===== config.mk =====
export PLATFORM = sky130hd
export DESIGN_NAME = mem_arbiter_flat
export DESIGN_NICKNAME = d
export VERILOG_FILES = /design/src/rtl/mem_arbiter_if.sv /design/src/rtl/mem_arbiter.sv /design/src/flat_wrapper.sv
export SDC_FILE = /design/constraint.sdc
export NUM_CORES = 1
export LEC_CHECK = 0
export ABC_AREA = 1
export BUFFER_PORTS_ARGS = -buffer_cell sky130_fd_sc_hd__buf_2
export CAP_MARGIN = 20
export CELL_PAD_IN_SITES_DETAIL_PLACEMENT = 1
export CELL_PAD_IN_SITES_GLOBAL_PLACEMENT = 1
export CORE_MARGIN = 4
export CORE_UTILIZATION = 13
export CTS_BUF_LIST = sky130_fd_sc_hd__clkbuf_4
export DETAILED_ROUTE_END_ITERATION = 10
export PLACE_DENSITY = 0.92
export SLEW_MARGIN = 20
export SYNTH_ARGS = -nofsm -noshare
export SYNTH_HDL_FRONTEND = slang
export SYNTH_SLANG_ARGS = --single-unit

===== constraint.sdc =====
create_clock -name clk_i -period 2 [get_ports clk_i]
set_clock_uncertainty 0.2 [all_clocks]
set_input_delay 0.3 -clock clk_i [delete_from_list [all_inputs] [get_ports clk_i]]
set_output_delay 0.3 -clock clk_i [all_outputs]
set_load 0.02 [all_outputs]

===== src/rtl/mem_arbiter_if.sv =====
// Requester and memory bus bundle for mem_arbiter, plus read-only debug taps of its state.
// Handshake: a port holds req_enable_i and payload until req_ready_o is high in the
// same cycle; that cycle is the acceptance, and a read returns req_rvalid_o one cycle later.
interface mem_arbiter_if;
  logic [1:0]  req_enable_i;
  logic [1:0]  req_lock_i;
  logic [7:0]  req_wstrb_i;
  logic [63:0] req_addr_i;
  logic [63:0] req_wvalue_i;
  logic [1:0]  req_ready_o;
  logic [1:0]  req_rvalid_o;
  logic [31:0] req_rvalue_o;
  logic        mem_enable_o;
  logic [3:0]  mem_wstrb_o;
  logic [31:0] mem_addr_o;
  logic [31:0] mem_wvalue_o;
  logic [31:0] mem_rvalue_i;
  logic        dbg_rr_ptr;
  logic        dbg_lock_valid;
  logic        dbg_lock_owner;
  logic        dbg_rd_pending;
  logic        dbg_rd_owner;

  modport slave (
    input  req_enable_i, req_lock_i, req_wstrb_i, req_addr_i, req_wvalue_i, mem_rvalue_i,
    output req_ready_o, req_rvalid_o, req_rvalue_o,
    output mem_enable_o, mem_wstrb_o, mem_addr_o, mem_wvalue_o,
    output dbg_rr_ptr, dbg_lock_valid, dbg_lock_owner, dbg_rd_pending, dbg_rd_owner
  );

  modport master (
    output req_enable_i, req_lock_i, req_wstrb_i, req_addr_i, req_wvalue_i, mem_rvalue_i,
    input  req_ready_o, req_rvalid_o, req_rvalue_o,
    input  mem_enable_o, mem_wstrb_o, mem_addr_o, mem_wvalue_o,
    input  dbg_rr_ptr, dbg_lock_valid, dbg_lock_owner, dbg_rd_pending, dbg_rd_owner
  );
endinterface


===== src/rtl/mem_arbiter.sv =====
// Two-port round-robin memory arbiter with per-port bus lock and one-cycle read return routing.
// Request path is purely combinational; only rr pointer, lock and read tag are registered.
module mem_arbiter (
  input  logic          clk_i,
  input  logic          rstn_i,
  mem_arbiter_if.slave  bus
);

  logic       rr_ptr;
  logic       lock_valid;
  logic       lock_owner;
  logic       rd_pending;
  logic       rd_owner;

  logic [1:0] elig;
  logic [1:0] want;
  logic       gnt_valid;
  logic       gnt_port;
  logic [3:0] gnt_wstrb;

  // Requests are masked during reset so every output reads zero while rstn_i is low.
  always_comb begin
    elig      = 2'b11;
    if (lock_valid) elig = lock_owner ? 2'b10 : 2'b01;
    want      = bus.req_enable_i & elig & {2{rstn_i}};
    gnt_valid = |want;
    gnt_port  = (want == 2'b11) ? rr_ptr : want[1];
    gnt_wstrb = gnt_port ? bus.req_wstrb_i[7:4] : bus.req_wstrb_i[3:0];
  end

  always_comb begin
    bus.req_ready_o  = 2'b00;
    bus.mem_enable_o = 1'b0;
    bus.mem_wstrb_o  = 4'h0;
    bus.mem_addr_o   = 32'h0;
    bus.mem_wvalue_o = 32'h0;
    if (gnt_valid) begin
      bus.req_ready_o  = gnt_port ? 2'b10 : 2'b01;
      bus.mem_enable_o = 1'b1;
      bus.mem_wstrb_o  = gnt_wstrb;
      bus.mem_addr_o   = gnt_port ? bus.req_addr_i[63:32]   : bus.req_addr_i[31:0];
      bus.mem_wvalue_o = gnt_port ? bus.req_wvalue_i[63:32] : bus.req_wvalue_i[31:0];
    end
  end

  always_comb begin
    bus.req_rvalid_o = 2'b00;
    bus.req_rvalue_o = 32'h0;
    if (rd_pending) begin
      bus.req_rvalid_o = rd_owner ? 2'b10 : 2'b01;
      bus.req_rvalue_o = bus.mem_rvalue_i;
    end
  end

  always_ff @(posedge clk_i or negedge rstn_i) begin
    if (!rstn_i) begin
      rr_ptr     <= 1'b0;
      lock_valid <= 1'b0;
      lock_owner <= 1'b0;
      rd_pending <= 1'b0;
      rd_owner   <= 1'b0;
    end else begin
      // A release cycle only clears the lock; the grant in that cycle cannot re-arm it.
      if (lock_valid) begin
        if (!bus.req_lock_i[lock_owner]) lock_valid <= 1'b0;
      end else if (gnt_valid) begin
        rr_ptr <= ~gnt_port;
        if (bus.req_lock_i[gnt_port]) begin
          lock_valid <= 1'b1;
          lock_owner <= gnt_port;
        end
      end
      rd_pending <= gnt_valid && (gnt_wstrb == 4'h0);
      if (gnt_valid) rd_owner <= gnt_port;
    end
  end

  assign bus.dbg_rr_ptr     = rr_ptr;
  assign bus.dbg_lock_valid = lock_valid;
  assign bus.dbg_lock_owner = lock_owner;
  assign bus.dbg_rd_pending = rd_pending;
  assign bus.dbg_rd_owner   = rd_owner;

endmodule


===== src/flat_wrapper.sv =====
// flat-port wrapper written by rule: the top's interface ports become plain ports
module mem_arbiter_flat 
  (clk_i, rstn_i, bus_req_enable_i, bus_req_lock_i, bus_req_wstrb_i, bus_req_addr_i, bus_req_wvalue_i, bus_mem_rvalue_i, bus_req_ready_o, bus_req_rvalid_o, bus_req_rvalue_o, bus_mem_enable_o, bus_mem_wstrb_o, bus_mem_addr_o, bus_mem_wvalue_o, bus_dbg_rr_ptr, bus_dbg_lock_valid, bus_dbg_lock_owner, bus_dbg_rd_pending, bus_dbg_rd_owner);
  mem_arbiter_if bus_i ();
  input  logic clk_i;
  input  logic rstn_i;
  input wire logic [$bits(bus_i.req_enable_i)-1:0] bus_req_enable_i;
  input wire logic [$bits(bus_i.req_lock_i)-1:0] bus_req_lock_i;
  input wire logic [$bits(bus_i.req_wstrb_i)-1:0] bus_req_wstrb_i;
  input wire logic [$bits(bus_i.req_addr_i)-1:0] bus_req_addr_i;
  input wire logic [$bits(bus_i.req_wvalue_i)-1:0] bus_req_wvalue_i;
  input wire logic [$bits(bus_i.mem_rvalue_i)-1:0] bus_mem_rvalue_i;
  output wire logic [$bits(bus_i.req_ready_o)-1:0] bus_req_ready_o;
  output wire logic [$bits(bus_i.req_rvalid_o)-1:0] bus_req_rvalid_o;
  output wire logic [$bits(bus_i.req_rvalue_o)-1:0] bus_req_rvalue_o;
  output wire logic [$bits(bus_i.mem_enable_o)-1:0] bus_mem_enable_o;
  output wire logic [$bits(bus_i.mem_wstrb_o)-1:0] bus_mem_wstrb_o;
  output wire logic [$bits(bus_i.mem_addr_o)-1:0] bus_mem_addr_o;
  output wire logic [$bits(bus_i.mem_wvalue_o)-1:0] bus_mem_wvalue_o;
  output wire logic [$bits(bus_i.dbg_rr_ptr)-1:0] bus_dbg_rr_ptr;
  output wire logic [$bits(bus_i.dbg_lock_valid)-1:0] bus_dbg_lock_valid;
  output wire logic [$bits(bus_i.dbg_lock_owner)-1:0] bus_dbg_lock_owner;
  output wire logic [$bits(bus_i.dbg_rd_pending)-1:0] bus_dbg_rd_pending;
  output wire logic [$bits(bus_i.dbg_rd_owner)-1:0] bus_dbg_rd_owner;
  assign bus_i.req_enable_i = bus_req_enable_i;
  assign bus_i.req_lock_i = bus_req_lock_i;
  assign bus_i.req_wstrb_i = bus_req_wstrb_i;
  assign bus_i.req_addr_i = bus_req_addr_i;
  assign bus_i.req_wvalue_i = bus_req_wvalue_i;
  assign bus_i.mem_rvalue_i = bus_mem_rvalue_i;
  assign bus_req_ready_o = bus_i.req_ready_o;
  assign bus_req_rvalid_o = bus_i.req_rvalid_o;
  assign bus_req_rvalue_o = bus_i.req_rvalue_o;
  assign bus_mem_enable_o = bus_i.mem_enable_o;
  assign bus_mem_wstrb_o = bus_i.mem_wstrb_o;
  assign bus_mem_addr_o = bus_i.mem_addr_o;
  assign bus_mem_wvalue_o = bus_i.mem_wvalue_o;
  assign bus_dbg_rr_ptr = bus_i.dbg_rr_ptr;
  assign bus_dbg_lock_valid = bus_i.dbg_lock_valid;
  assign bus_dbg_lock_owner = bus_i.dbg_lock_owner;
  assign bus_dbg_rd_pending = bus_i.dbg_rd_pending;
  assign bus_dbg_rd_owner = bus_i.dbg_rd_owner;
  mem_arbiter u_core (.clk_i(clk_i), .rstn_i(rstn_i), .bus(bus_i));
endmodule

Yosys cells after proc, flatten, opt, wreduce, memory -nomap -nowiden
Cells that the tools add are included.
Widths: inputs -> output; s select.

word-level totals
  flip-flop bits (word level) = 5
  output and inout bits = 110

cells by class
  magnitude comparators = 2
  equality and inequality tests = 1
  muxes and demuxes = 23
  bitwise operators = 4
  reductions and logical operators = 5

operators by type and width
  operator            count
  $mux 32             5
  $mux 2              6
  $mux 1              10
  $mux 4              2
  $and 2x2->2         2
  $logic_not 4->1     1
  $lt 1x2->1 const B  2
  $reduce_and 3->1    1
  $eq 2x2->1 const B  1
  $not 1->1           2
  $reduce_and 2->1    1
  $reduce_or 2->1     1
  $logic_and 1x1->1   1

Logic depth before layout (Yosys ltp)
Gate-level depths: netlist (run 1).

  depth after elaboration = 11
  gate-level depth with buffers = 10
  depth with buffers taken out = 9

Worst setup path after synthesis (run 1)
No wires, ideal clock.

  kind = register to output
  start = register u_core.lock_owner, in the netlist u_core.bus.dbg_lock_owner
  end = output port bus_mem_addr_o[10]
  arrival time = 1521 ps
  required time = 1500 ps
  setup slack = -21 ps
  stages on the path, launching flop included = 11
  cell sequence = dfrtp_1 inv_1 nand2_1 nand2_1 nand2_2 nand2_4 inv_2 buf_6 buf_6 nand2_2 nand2_1

on the way
  cells in the longest elaborated chain, start to end = 8
  elaborated cells on any way between the ends = 9
  classes of those cells = eq/ne (1); mux (5); bitwise (2); reduce/logical (1)

ends and longest elaborated chain
  element                       RTL line            text
  start, declared               mem_arbiter.sv:11   logic lock_owner;
  start signal, assigned        mem_arbiter.sv:70   lock_owner <= gnt_port;
  $mux 2 (*) (2 in a row)       mem_arbiter.sv:24   if (lock_valid) elig = lock_owner ? 2'b10 : 2'b01;
  $and 2x2->2 (*) (2 in a row)  mem_arbiter.sv:25   want = bus.req_enable_i & elig & {2{rstn_i}};
  $eq 2x2->1                    mem_arbiter.sv:27   gnt_port = (want == 2'b11) ? rr_ptr : want[1];
  $mux 1                        mem_arbiter.sv:27
  $mux 32                       mem_arbiter.sv:41   bus.mem_addr_o = gnt_port ? bus.req_addr_i[63:32] : bus.req_addr_i[31:0];
  $mux 32 (*)                   mem_arbiter.sv:37   if (gnt_valid) begin
  end, declared                 flat_wrapper.sv:18  output wire logic [$bits(bus_i.mem_addr_o)-1:0] bus_mem_addr_o;

Every way passes the cells marked *; elsewhere a longest branch is shown, timed or not.

Worst setup path in the final report (run 1)
  start = register u_core.lock_valid, in the netlist u_core.bus.dbg_lock_valid
  end = output port bus_mem_wvalue_o[21]

on the way
  cells in the longest elaborated chain, start to end = 7
  elaborated cells on any way between the ends = 8
  classes of those cells = eq/ne (1); mux (4); bitwise (2); reduce/logical (1)

ends and longest elaborated chain
  element                       RTL line            text
  start, declared               mem_arbiter.sv:10   logic lock_valid;
  start signal, assigned        mem_arbiter.sv:58   lock_valid <= 1'b0;
  start signal, assigned        mem_arbiter.sv:65   if (!bus.req_lock_i[lock_owner]) lock_valid <= 1'b0;
  start signal, assigned        mem_arbiter.sv:69   lock_valid <= 1'b1;
  $mux 2 (*)                    mem_arbiter.sv:24
  $and 2x2->2 (*) (2 in a row)  mem_arbiter.sv:25
  $eq 2x2->1                    mem_arbiter.sv:27
  $mux 1                        mem_arbiter.sv:27
  $mux 32                       mem_arbiter.sv:42   bus.mem_wvalue_o = gnt_port ? bus.req_wvalue_i[63:32] : bus.req_wvalue_i[31:0];
  $mux 32 (*)                   mem_arbiter.sv:37
  end, declared                 flat_wrapper.sv:19  output wire logic [$bits(bus_i.mem_wvalue_o)-1:0] bus_mem_wvalue_o;

Marks and branches as above.

==> results of run 1 <==
where the power goes:
group / leakage [nW] / total [mW] / switching, mW / internal (mW)
clock network: 0.0184 / 0.134 / 0.0450 / 0.0892
logic: 2.55 / 2.00 / 1.08 / 0.922
registers: 0.0609 / 0.178 / 0.0447 / 0.133
stage by stage:
| step | setup TNS, ns | util | setup WS [ns] | hold slack [ns] |
|---|---|---|---|---|
| final | -8.57 | 0.341 | -0.166 | 0.137 |
| after global routing | -13.88 | 0.341 | -0.250 | 0.146 |
| after CTS | -8.39 | 0.323 | -0.194 | 0.125 |
| after detailed placement | -0.697 | 0.270 | -0.0513 | 0.0237 |
| after global placement | 0 | 0.270 | 0.0359 | 0.0202 |
| after floorplan | 0 | - | 0.00755 | -0.196 |
routing by layer:
layer | track usage | share of wire | vias up
met3 | 0.0257 | 0.076 | 14
met1 | 0.147 | 0.35 | 1393
met4 | 0.0291 | 0.016 | 0
met2 | 0.271 | 0.56 | 135
li1 | - | - | 1548
met5 | 0 | 0 | -
cells by family (layout without fill, tap and decap cells):
group           after synthesis  count (layout)  share of synthesized area
buf+inv                      65             355                      0.214
compound gates                4               4                     0.0211
simple gates                263             263                      0.684
flops                         5               5                     0.0810
cells in the final DEF (no fill, tap or decap), drive strengths merged:
| cell | instances |
|---|---|
| nand4 | 1 |
| nand3b | 2 |
| nand3 | 7 |
| a21oi | 1 |
| inv | 46 |
| clkinv | 1 |
| o21ai | 2 |
| nor2 | 7 |
| dlygate4sd3 | 1 |
| nand2 | 246 |
| dfrtp | 5 |
| o22ai | 1 |
| clkbuf | 5 |
| buf | 302 |
registers in the layout (all words and copies together) (netlist names):
register / cells
u_core.bus.dbg_lock_owner: 1
u_core.bus.dbg_lock_valid: 1
u_core.bus.dbg_rd_owner: 1
u_core.bus.dbg_rd_pending: 1
u_core.bus.dbg_rr_ptr: 1
synth_stat cells, drive strengths merged:
| library cell | count |
|---|---|
| buf | 14 |
| o22ai | 1 |
| o21ai | 2 |
| a21oi | 1 |
| nand4 | 1 |
| nand3 | 7 |
| nand2 | 246 |
| clkbuf | 4 |
| inv | 47 |
| dfrtp | 5 |
| nor2 | 7 |
| nand3b | 2 |
final timing paths:
check                                               startpoint  slack [ns]                                    end  depth (start not counted)
min                                         bus_req_wstrb_i[7]        0.14    u_core.bus.dbg_rd_pending$_DFF_PN0_                          4
min in group asynchronous                               rstn_i        0.32    u_core.bus.dbg_lock_valid$_DFF_PN0_                          3
min reg2reg                  u_core.bus.dbg_rr_ptr$_DFFE_PN0P_        0.41      u_core.bus.dbg_rr_ptr$_DFFE_PN0P_                          2
max in group asynchronous                               rstn_i        1.15  u_core.bus.dbg_lock_owner$_DFFE_PN0P_                          3
max                        u_core.bus.dbg_lock_valid$_DFF_PN0_       -0.17                   bus_mem_wvalue_o[21]                          8
max reg2reg                u_core.bus.dbg_lock_valid$_DFF_PN0_        0.21  u_core.bus.dbg_lock_owner$_DFFE_PN0P_                          9
tightest hold or removal path: cells and delay by family:
family	cells	cell delay [ns]
compound gates	1	0.06
buf+inv	1	0.09
simple gates	2	0.10
cell type report:
class / count / area, um2 / area share
Timing Repair Buffer: 304 / 2110 / 0.538
Multi-Input combinational cell: 267 / 1290 / 0.328
Inverter: 47 / 189 / 0.0482
Tap cell: 143 / 179 / 0.0456
Sequential cell: 5 / 128 / 0.0325
Clock buffer: 4 / 30.0 / 0.00765
what timing repair did:
action | in CTS | in global routing
hold buffers | 1 | 0
endpoints found under the hold margin | 5 | 0
cloned | 3 | 1
gates resized for setup | 149 | 71
buffers inserted | 7 | 2
setup endpoints to repair | 70 | 70
pin swaps | 4 | 8
==> results.yml, run 1 <==
sta:
  slew_headroom: 0.720
  setup_ws_ns: -0.166
  final_max_slew_viol_count: 0
  setup_violations: 69
  fmax_mhz: 462
  finalHoldViolations: 0
  rsz0062_at_grt: "true"
  fin_crit_ns: 2.17
  timing.final.crit_share: 1.08
  worst_pin_slew_ns: 0.419
grt:
  first_global_vias: 3130
  grt_pass1_wl_mm: 14.8
  grt_max_degree: 35
  overflow: 0
  track_usage: 0.136
  antenna_found_initial: 0
synthesis:
  synthTopCellsByArea: "nand2_1 (56%), inv_1 (11%), dfrtp_1 (8.1%)"
  synthesis.area_per_instance_um2: 4.58
  syn_area_um2: 1540
  ys_warn_count: 0
  yosys.area.top_type: "nand2_1"
  ys_seq_area_frac: 0.0810
  synth_cells: 337
  synth_cell_types: 17
  ys_ff_latch: 5
  yosys.area.top_type_share: 0.564
  syn_nets: 511
clock_network:
  ctsRootBufferMaster: "clkbuf_4"
  cts_tree: "built"
  numClockSinks: 5
  h-tree-depth: 1
  clock_latency_ns: 0.25
  ctsLongestPathBuffers: 2
  cts.clk_slew.worst_paths_ns: 0.05
  cts_made_buffers: 3
floorplanning:
  die_h_um: 117
  core_region_area_um2: 11500
  initial_utilization: 0.134
  ios: 284
  die_w_um: 117
  die_area_um2: 13700
  num_rows: 39
run:
  drv_cap: 0
placed_design:
  gp_congestion: 0.855
  placedCellCount: 755
  dp_hpwl_mm: 8.14
  placed_area_um2: 3110
  io_buffers: 283
critical_path:
  cp_cell_sequence: "a21oi_4 > nand2_4 > nand2_4 > clkinv_8 > buf_12 > nand2_1 > nand2_1 > buf_4"
  worst_path_max_delay_cell: "dfrtp_2"
  crit_type: "reg2out"
  crit_path_max_incr_delay_ns: 0.46
  crit_buf_inv: 3
  crit_arrival_ns: 1.67
  start_kind: "flip-flop"
  path_max_fanout: 10
  end_kind: "output port"
  cp_top_family: "flip-flops"
  cp.required_ns: 1.50
power_and_ir_drop:
  leakagePower_nw: 2.63
  peakVddDrop_mv: 0.216
  total_power_mw: 2.31
  powerDensity_nw_per_um2: 590
final_layout:
  diodes: 0
  stdcell_area_um2: 3920
  area_delta_synth_final_pct: 154
  final_cells: 770
  num-nets-final: 802
  drive_gt1_frac: 0.641
  fillers: 1558
route:
  via_per_inst: 4.01
  detail_route.wl_per_cell_um: 14.1
  drt-total-wl_mm: 10.9
  drtIter0Drc: 67
  antenna_left: 0
  vias: 3090
  remaining_drc_errors: 0
  dr.pass1.iters: 4
run_status:
  failed_checks: "setup timing"
  status: "finished with violations"
min_path:
  hp-class: "in2reg"
No activity file was read; power rests on OpenSTA's default activity.
==> run 2, diff against run 1 <==
--- a/config.mk
+++ b/config.mk
@@ -14,7 +14,7 @@
 export CORE_UTILIZATION = 13
 export CTS_BUF_LIST = sky130_fd_sc_hd__clkbuf_4
 export DETAILED_ROUTE_END_ITERATION = 10
-export PLACE_DENSITY = 0.92
+export PLACE_DENSITY = 0.77
 export SLEW_MARGIN = 20
 export SYNTH_ARGS = -nofsm -noshare
 export SYNTH_HDL_FRONTEND = slang
==> run 2 against run 1 <==
The run still ends with setup timing left. Sequential power about the same. Via count rose by 1.8%. Global-route usage decreased by 0.40 points. First-iteration DRC count is 4.5% lower. Count of clock-buffer cells in the layout unchanged. Register-to-register slack is essentially flat. Non-clock buffer count increased by 5. Cell area rose by 4.8%. Critical endpoint is now bus_mem_addr_o[16]. Largest cell class unchanged. Largest power group unchanged. Highest routed layer unchanged.
==> results.yml, run 2 (synthesized netlist as in run 1, its figures left out) <==
critical_path:
  cp_top_family: "buffers and inverters"
  cp-startpoint: "u_core.bus.dbg_lock_owner$_DFFE_PN0P_"
  crit_path_max_incr_delay_ns: 0.41
  rr_endpoint: "u_core.bus.dbg_lock_owner$_DFFE_PN0P_"
  path_max_fanout: 8
  rr_worst_depth: 9
  cp.required_ns: 1.50
  crit_arrival_ns: 1.66
  worst_path_max_delay_cell: "dfrtp_2"
  timing.rr.start: "u_core.bus.dbg_lock_valid$_DFF_PN0_"
  crit_buf_inv: 4
  path_common_cell: "nand2_1"
  worstSetupPathDepth: 9
  endpoint: "bus_mem_addr_o[16]"
  rrSetupSlack_ns: 0.22
  start_kind: "flip-flop"
  crit_type: "reg2out"
  end_kind: "output port"
  cp_cell_sequence: "inv_4 > a21oi_4 > nand2_4 > nand2_8 > clkinv_8 > buf_12 > nand2_1 > nand2_1 > buf_6"
clock_network:
  ctsLongestPathBuffers: 2
  numClockSinks: 5
  cts_tree: "built"
  cts.clk_slew.worst_paths_ns: 0.05
  ctsRootBufferMaster: "clkbuf_4"
  clock_latency_ns: 0.25
  h-tree-depth: 1
  cts_made_buffers: 3
sta:
  setup_ws_ns: -0.162
  worst_pin_slew_ns: 0.327
  fin_tns_setup_ns: -8.73
  setup_violations: 69
  final_max_slew_viol_count: 0
  fmax_mhz: 463
  fin_crit_ns: 2.16
  rsz0062_at_grt: "true"
  timing.final.crit_share: 1.08
  finalHoldViolations: 0
  slew_headroom: 0.782
  hold_slack_ns: 0.128
power_and_ir_drop:
  leakagePower_nw: 2.79
  p_comb_frac: 0.872
  p_clk_frac: 0.055
  internal_power_mw: 1.22
  peakVddDrop_mv: 0.220
  switchingPower_mw: 1.24
  powerDensity_nw_per_um2: 601
  p_sw_frac: 0.504
  p_seq_frac: 0.072
min_path:
  hold_depth: 3
  hp-class: "in2reg"
run:
  drv_cap: 0
floorplanning:
  num_rows: 39
  die_area_um2: 13700
  core_region_area_um2: 11500
  die_h_um: 117
  initial_utilization: 0.134
  die_w_um: 117
  ios: 284
grt:
  antenna_found_initial: 0
  track_usage: 0.132
  grt_pass1_wl_mm: 14.5
  grt_max_degree: 38
  overflow: 0
  first_global_vias: 3072
placed_design:
  io_buffers: 283
  gp_congestion: 0.782
  dp_hpwl_mm: 8.20
  placedCellCount: 756
  placed_area_um2: 3120
route:
  wl_met3_mm: 1.09
  detail_route.wl_per_cell_um: 14.9
  drt-total-wl_mm: 11.5
  wl_met1_mm: 4.01
  remaining_drc_errors: 0
  wl_met2_mm: 6.23
  dr.pass1.iters: 4
  vias: 3146
  drtIter0Drc: 64
  antenna_left: 0
  via_per_inst: 4.05
  maxUsedRoutingLayer: "met4"
final_layout:
  fin_util: 0.357
  diodes: 0
  area_delta_synth_final_pct: 166
  fillers: 1531
  mostFrequentLayoutCells: "buf_2 (216), nand2_1 (174), buf_6 (57)"
  stdcell_area_um2: 4110
  final_cells: 776
  mostFrequentLayoutCell: "buf_2"
  drive_gt1_frac: 0.619
  num-nets-final: 808
run_status:
  status: "finished with violations"
  failed_checks: "setup timing"
run 2: worst min-delay path by stage:
stage,startpoint,to,slack [ns]
floorplan,rstn_i,u_core.bus.dbg_lock_owner$_DFFE_PN0P_,-0.20
global placement,rstn_i,u_core.bus.dbg_lock_valid$_DFF_PN0_,0.02
detailed placement,rstn_i,u_core.bus.dbg_lock_valid$_DFF_PN0_,0.02
CTS,bus_req_lock_i[1],u_core.bus.dbg_lock_owner$_DFFE_PN0P_,0.12
global route,bus_req_lock_i[1],u_core.bus.dbg_lock_owner$_DFFE_PN0P_,0.12
finish,bus_req_lock_i[1],u_core.bus.dbg_lock_owner$_DFFE_PN0P_,0.13
run 2: final cells by class:
| type | count | area [um2] | share of cell area |
|---|---|---|---|
| clock buffer | 4 | 30.0 | 0.00731 |
| inverter | 47 | 194 | 0.0472 |
| multi-input combinational | 267 | 1360 | 0.331 |
| sequential | 5 | 128 | 0.0311 |
| tap | 143 | 179 | 0.0435 |
| timing repair buffer | 309 | 2210 | 0.537 |
| timing repair inverter | 1 | 11.3 | 0.00274 |
run 2: metrics by stage:
stage / power, mW / setup slack, ns
floorplan: 1.03 / 0.00755
global placement: 1.61 / 0.0560
detailed placement: 1.62 / 0.0491
CTS: 2.08 / -0.150
global route: 2.65 / -0.250
finish: 2.47 / -0.162
run 2: power groups by stage:
stage          Sequential (mW)  Clock, mW  Combinational, mW
2_1_floorplan            0.204          0              0.830
3_3_place_gp             0.177          0               1.43
3_5_place_dp             0.178          0               1.44
4_1_cts                  0.180      0.143               1.76
5_1_grt                  0.188      0.151               2.31
6_report                 0.179      0.137               2.15
run 2: what timing repair did:
item | CTS | global route
resized for setup | 111 | 107
endpoints found under the hold margin | 5 | 0
pin swaps | 1 | 21
hold buffers | 1 | 0
buffers inserted | 1 | 3
gates cloned | 2 | 9
setup endpoints to repair | 70 | 70
run 2: worst min-delay path, stage by stage:
cell and delay [ns]:
buf_2 0.11, nand4_1 0.08, nand2_1 0.05
run 2: routing by layer:
| layer | GRT usage | vias up |
|---|---|---|
| li1 | - | 1562 |
| met1 | 0.143 | 1410 |
| met2 | 0.254 | 154 |
| met3 | 0.0344 | 20 |
| met4 | 0.0321 | 0 |
| met5 | 0 | - |
